===== src/rtl/rf_pkg.sv =====
// Shared constants and types for the register-file writeback scoreboard.
package rf_pkg;

  localparam int unsigned NREG   = 32;
  localparam int unsigned ADDR_W = 5;
  localparam int unsigned DATA_W = 32;

  // One writeback requester's payload
  typedef struct packed {
    logic              valid;
    logic [ADDR_W-1:0] rd;
    logic [DATA_W-1:0] data;
  } wb_req_t;

  // Round-robin pointer: which requester wins the next tie
  typedef enum logic {
    PRI0 = 1'b0,
    PRI1 = 1'b1
  } rr_state_e;

endpackage


===== src/rtl/rr_arb2.sv =====
// Two-way round-robin arbiter with zero-latency grant.
//   clk, rst : clock, async active-high reset (forces grants low while asserted)
//   req[1:0] : requests from wb1/wb0
//   gnt[1:0] : one-hot grant, combinational from req and the pointer
// The pointer only moves on a tie, so a lone requester never disturbs fairness.
module rr_arb2
  import rf_pkg::*;
(
  input  logic       clk,
  input  logic       rst,
  input  logic [1:0] req,
  output logic [1:0] gnt
);

  rr_state_e state_q, state_d;

  // Pointer register
  always_ff @(posedge clk or posedge rst) begin
    if (rst) state_q <= PRI0;
    else     state_q <= state_d;
  end

  // Grant decode and pointer update
  always_comb begin
    state_d = state_q;
    gnt     = 2'b00;
    if (!rst) begin
      case (req)
        2'b01: gnt = 2'b01;
        2'b10: gnt = 2'b10;
        2'b11: begin
          if (state_q == PRI0) begin
            gnt     = 2'b01;
            state_d = PRI1;
          end else begin
            gnt     = 2'b10;
            state_d = PRI0;
          end
        end
        default: gnt = 2'b00;
      endcase
    end
  end

endmodule


===== src/rtl/rf_wb_scoreboard.sv =====
// Issue scoreboard and shared REG_FILE write port.
//   iss_*      : decode-side instruction; iss_stall holds it on RAW/WAW hazards
//   wb0_*/wb1_*: writeback requesters (valid/rd/data in, ready out, zero latency)
//   rf_*       : REG_FILE write port (written on the falling edge after a grant)
//   sb_idle    : nothing in flight and nothing requesting
//   sb_err     : sticky flag for writeback to an idle register or to x0
module rf_wb_scoreboard
  import rf_pkg::*;
(
  input  logic              clk,
  input  logic              rst,
  input  logic              iss_valid,
  input  logic [ADDR_W-1:0] iss_rs1,
  input  logic [ADDR_W-1:0] iss_rs2,
  input  logic [ADDR_W-1:0] iss_rd,
  input  logic              iss_rd_wen,
  output logic              iss_stall,
  input  logic              wb0_valid,
  input  logic [ADDR_W-1:0] wb0_rd,
  input  logic [DATA_W-1:0] wb0_data,
  output logic              wb0_ready,
  input  logic              wb1_valid,
  input  logic [ADDR_W-1:0] wb1_rd,
  input  logic [DATA_W-1:0] wb1_data,
  output logic              wb1_ready,
  output logic              rf_wen,
  output logic [ADDR_W-1:0] rf_addrW,
  output logic [DATA_W-1:0] rf_din,
  output logic              sb_idle,
  output logic              sb_err
);

  wb_req_t           wb0, wb1, win;
  logic [1:0]        gnt;
  logic              gnt_any;
  logic              win_busy;
  logic              accepted;
  logic              sb_err_q;
  logic [NREG-1:0]   busy_q, busy_d, clr, set, eff_busy;

  assign wb0 = {wb0_valid, wb0_rd, wb0_data};
  assign wb1 = {wb1_valid, wb1_rd, wb1_data};

  rr_arb2 u_arb (
    .clk (clk),
    .rst (rst),
    .req ({wb1.valid, wb0.valid}),
    .gnt (gnt)
  );

  // Write-port mux: granted payload, or all zeros
  always_comb begin
    win = '0;
    if (gnt[1])      win = wb1;
    else if (gnt[0]) win = wb0;
  end

  assign gnt_any  = |gnt;
  assign win_busy = busy_q[win.rd];

  // Clear only tracked registers; x0 is never busy so it never clears
  always_comb begin
    clr = '0;
    if (gnt_any && win_busy) clr[win.rd] = 1'b1;
  end

  // A register being written this cycle lands at negedge, so decode may use it now
  assign eff_busy = busy_q & ~clr;

  always_comb begin
    iss_stall = 1'b1;
    if (!rst) begin
      iss_stall = iss_valid &
                  (((iss_rs1 != '0) & eff_busy[iss_rs1]) |
                   ((iss_rs2 != '0) & eff_busy[iss_rs2]) |
                   (iss_rd_wen & (iss_rd != '0) & eff_busy[iss_rd]));
    end
  end

  assign accepted = iss_valid & ~iss_stall;

  always_comb begin
    set = '0;
    if (accepted && iss_rd_wen && (iss_rd != '0)) set[iss_rd] = 1'b1;
  end

  // New producer supersedes a same-cycle writeback to the same index
  always_comb begin
    busy_d    = (busy_q & ~clr) | set;
    busy_d[0] = 1'b0;
  end

  always_ff @(posedge clk or posedge rst) begin
    if (rst) begin
      busy_q   <= '0;
      sb_err_q <= 1'b0;
    end else begin
      busy_q <= busy_d;
      if (gnt_any && !win_busy) sb_err_q <= 1'b1;
    end
  end

  assign wb0_ready = gnt[0];
  assign wb1_ready = gnt[1];
  assign rf_wen    = gnt_any;
  assign rf_addrW  = win.rd;
  assign rf_din    = win.data;
  assign sb_err    = sb_err_q;
  assign sb_idle   = rst | ((busy_q == '0) & ~wb0_valid & ~wb1_valid);

endmodule

===== config.mk =====
export PLATFORM = sky130hd
export DESIGN_NAME = rf_wb_scoreboard
export DESIGN_NICKNAME = d
export VERILOG_FILES = /design/src/rtl/rf_pkg.sv /design/src/rtl/rr_arb2.sv /design/src/rtl/rf_wb_scoreboard.sv
export SDC_FILE = /design/constraint.sdc
export NUM_CORES = 1
export LEC_CHECK = 0
export ABC_AREA = 1
export CAP_MARGIN = 20
export CORE_ASPECT_RATIO = 2
export CORE_MARGIN = 1
export CORE_UTILIZATION = 38
export CTS_CLUSTER_SIZE = 25
export DETAILED_ROUTE_END_ITERATION = 12
export PLACE_DENSITY = 0.81
export SYNTH_ARGS = -nofsm -noshare
export SYNTH_HDL_FRONTEND = slang
export SYNTH_SLANG_ARGS = --single-unit

===== constraint.sdc =====
create_clock -name clk -period 4.5 [get_ports clk]
set_input_delay 0.9 -clock clk [delete_from_list [all_inputs] [get_ports clk]]
set_output_delay 0.9 -clock clk [all_outputs]
set_load 0.01 [all_outputs]

==> impl_metrics.csv <==
group,metric,value,unit
floorplan,initial_core_util,0.392,
cells_and_area,finalCoreUtilization,0.642,
timing,rsz0062_at_grt,"yes",
timing,setup_ws,-0.0850,ns
floorplan,die_w,74.1,µm
floorplan,dieArea,0.0108,mm²
timing,setup_viol_count_final,1,
critical_path,critPathMaxStageDelay,0.46,ns
timing,setup_tns,-0.0850,ns
critical_path,worstSetupEndpointType,"output port",
grt,grt_pass1_wl,27800,µm
timing,max_freq,218,MHz
synth,synth_seq_area_share,0.209,
routing,viasPerCell,5.63,
critical_path,worstPathArrival,3.69,ns
power_and_ir_drop,peakVddDrop,0.000261,V
grt,grt_pass1_vias,5673,
routing,drtPass1Iterations,5,
cells_and_area,nNetsFinal,995,
synth,synth-seq-cells,33,
routing,dr_total_vias,5833,
critical_path,cpMostUsedCell,"nand2_1",
place,portBuffers,137,
critical_path,crit_path_start_kind,"input port",
synth,syn_area_per_cell,5.69,µm²
grt,grt.overflow.total,0,
cts,clk_latency,0.29,ns
critical_path,worstPathRequired,3.60,ns
cts,numCtsBuffers,5,
floorplan,rows,52,
cells_and_area,n_antenna_cell,0,
power_and_ir_drop,total_power,0.00174,W
timing,hold_viol_final,0,
timing,max_slew.worst_pin.slew,0.751,ns
critical_path,crit_path_max_fanout,8,
cells_and_area,area_growth,63.7,%
place,dp_hpwl,14300,µm
timing,maxSlewViolCount,0,
min_path,hold_class,"flop to flop",
synth,ys_warn_count,0,
cts,h-tree-depth,2,
cts,cts.path.max_buffers,2,
cts,cts_tree,"yes",
synth,synth.cell_area,0.00395,mm²
synth,synth_nets,790,
timing,fin_worst_skew,0.00460,ns
cts,clock-root-buffer,"clkbuf_16",
synth,synthDistinctLibCells,34,
critical_path,crit_chain,"clkdlybuf4s50_1 -> inv_1 -> o21ai_4 -> inv_1 -> nand2_1 -> nor2_1 -> nand2_1 -> nand2_2 -> nor2_4 -> buf_12 -> buf_12 -> buf_16 -> nand4_1 -> nand3_1 -> nand3_1 -> nand2_1 -> nand3_2 -> nand2_1 -> nand2_1 -> nand2_1 -> nand3_2 -> nand2_2 -> nand2_1 -> buf_2",
cells_and_area,drive_gt1_frac,0.172,
run_status,outcome,"finished with violations",
critical_path,worst-setup-path-type,"input port to output port",
place,gp_congestion,1.00,
timing,slew_headroom,0.499,
grt,grt_max_degree,67,
power_and_ir_drop,leakage,3.05,nW
synth,syn_inst,695,
routing,drt-total-wl,18600,µm
floorplan,die_h,146,µm
critical_path,critical-path-slowest-cell,"clkdlybuf4s50_1",
timing,min_period_over_period,1.02,
grt,antenna_found_initial,0,
routing,ant_nets,0,
grt,grt_usage,0.347,
floorplan,ios,138,
run_status,failed_checks,"negative setup slack",
routing,drc,0,
timing,fin_crit,4.59,ns
cts,clk_pin_slew,0.05,ns
critical_path,path_delay_family,"simple AND/OR/NAND/NOR gates",
floorplan,core-area,0.0101,mm²
cells_and_area,fillCellCount,897,
routing,drt-initial-drc-count,426,
cts,hold_buffers,0,
power_and_ir_drop,powerDensity,269,mW/mm²
place,place_ws,-0.781,ns
run,cap_violations,0,
critical_path,crit_buf_inv,7,
routing,wl_per_cell,18.0,µm
cts,clock-sinks,33,
## cells by family after synthesis
kind of cell    synth area share
buf+inv                    0.114
simple gates               0.558
flops                      0.209
xor+xnor                 0.00222
compound gates             0.116
## metrics by stage
stage,area (µm²),hold slack [ns],cells
floorplan,3950,0.493,695
detailed placement,5970,0.456,1016
global placement,5970,0.438,1016
global route,6470,0.487,1036
finish,6470,0.455,1036
CTS,6310,0.467,1032
## area by class of cell
| cell class | instances | area (µm²) | share of cell area |
|---|---|---|---|
| clock inverters | 1 | 30.0 | 0.00464 |
| clock buffers | 7 | 143 | 0.0220 |
| flip-flops and latches | 33 | 826 | 0.128 |
| repair buffers | 229 | 2190 | 0.339 |
| inverters | 75 | 282 | 0.0435 |
| multi-input cells | 556 | 2830 | 0.437 |
| well taps | 135 | 169 | 0.0261 |
## cell usage in the layout, fill, tap and decap left out, drive strengths merged, types with 8 or more instances in the layout
master and instances:
nand3b 14, buf 96, dfrtp 33, a22o 32
nor2 93, a21oi 14, nand4 41, nand3 91
clkdlybuf4s50 131, inv 71, nand2 243, o21ai 8
## flip-flops by register name, summed over array words and instances (netlist names)
name / flops
u_arb.state_q: 1
sb_err: 1
busy_q: 31
## metal layers
layer  GRT usage  wire (µm)  vias to the layer above
li1            -          -                     2705
met1       0.297       5450                     2522
met2       0.595       9050                      439
met3      0.0821       1760                      167
met4       0.365       2360                        0
met5           0          0                        -
## synth_stat cells (all sizes together)
library cell,n,share of area
a21o,1,0.0019
a21oi,14,0.021
a22o,32,0.071
a31oi,1,0.0016
buf,23,0.035
clkbuf,8,0.0076
clkinv,4,0.0038
dfrtp,33,0.21
inv,71,0.067
nand2,243,0.23
nand3,91,0.12
nand3b,14,0.027
nand4,41,0.065
nor2,93,0.095
nor3,6,0.0076
nor4,7,0.011
o211ai,1,0.0019
o21ai,8,0.012
o21bai,1,0.0019
o22ai,1,0.0032
o41ai,1,0.0022
xor2,1,0.0022
## power by group
part	internal, W	leakage [nW]	switching [W]	total (W)
combinational	0.000461	2.52	0.000483	0.000944
clock	0.000277	0.0841	0.000136	0.000412
sequential	0.000334	0.442	0.0000517	0.000385
## what timing repair did
action	CTS	global route
gates resized for setup	41	32
cloned	3	0
pin swaps	12	15
setup endpoints to repair	1	1
setup buffers	5	4
hold endpoints to repair	0	0
## worst paths after layout
path / from / end / slack (ns) / depth (start not counted)
min in group asynchronous: rst / busy_q[3] / 0.96 / 3
max reg2reg: u_arb.state_q / busy_q[3] / 0.98 / 28
max in group asynchronous: rst / busy_q[29] / 3.03 / 3
min: sb_err / sb_err / 0.46 / 1
max: wb1_rd[3] / iss_stall / -0.09 / 24
min reg2reg: sb_err / sb_err / 0.46 / 1
Power figures use the tool's default switching activity.
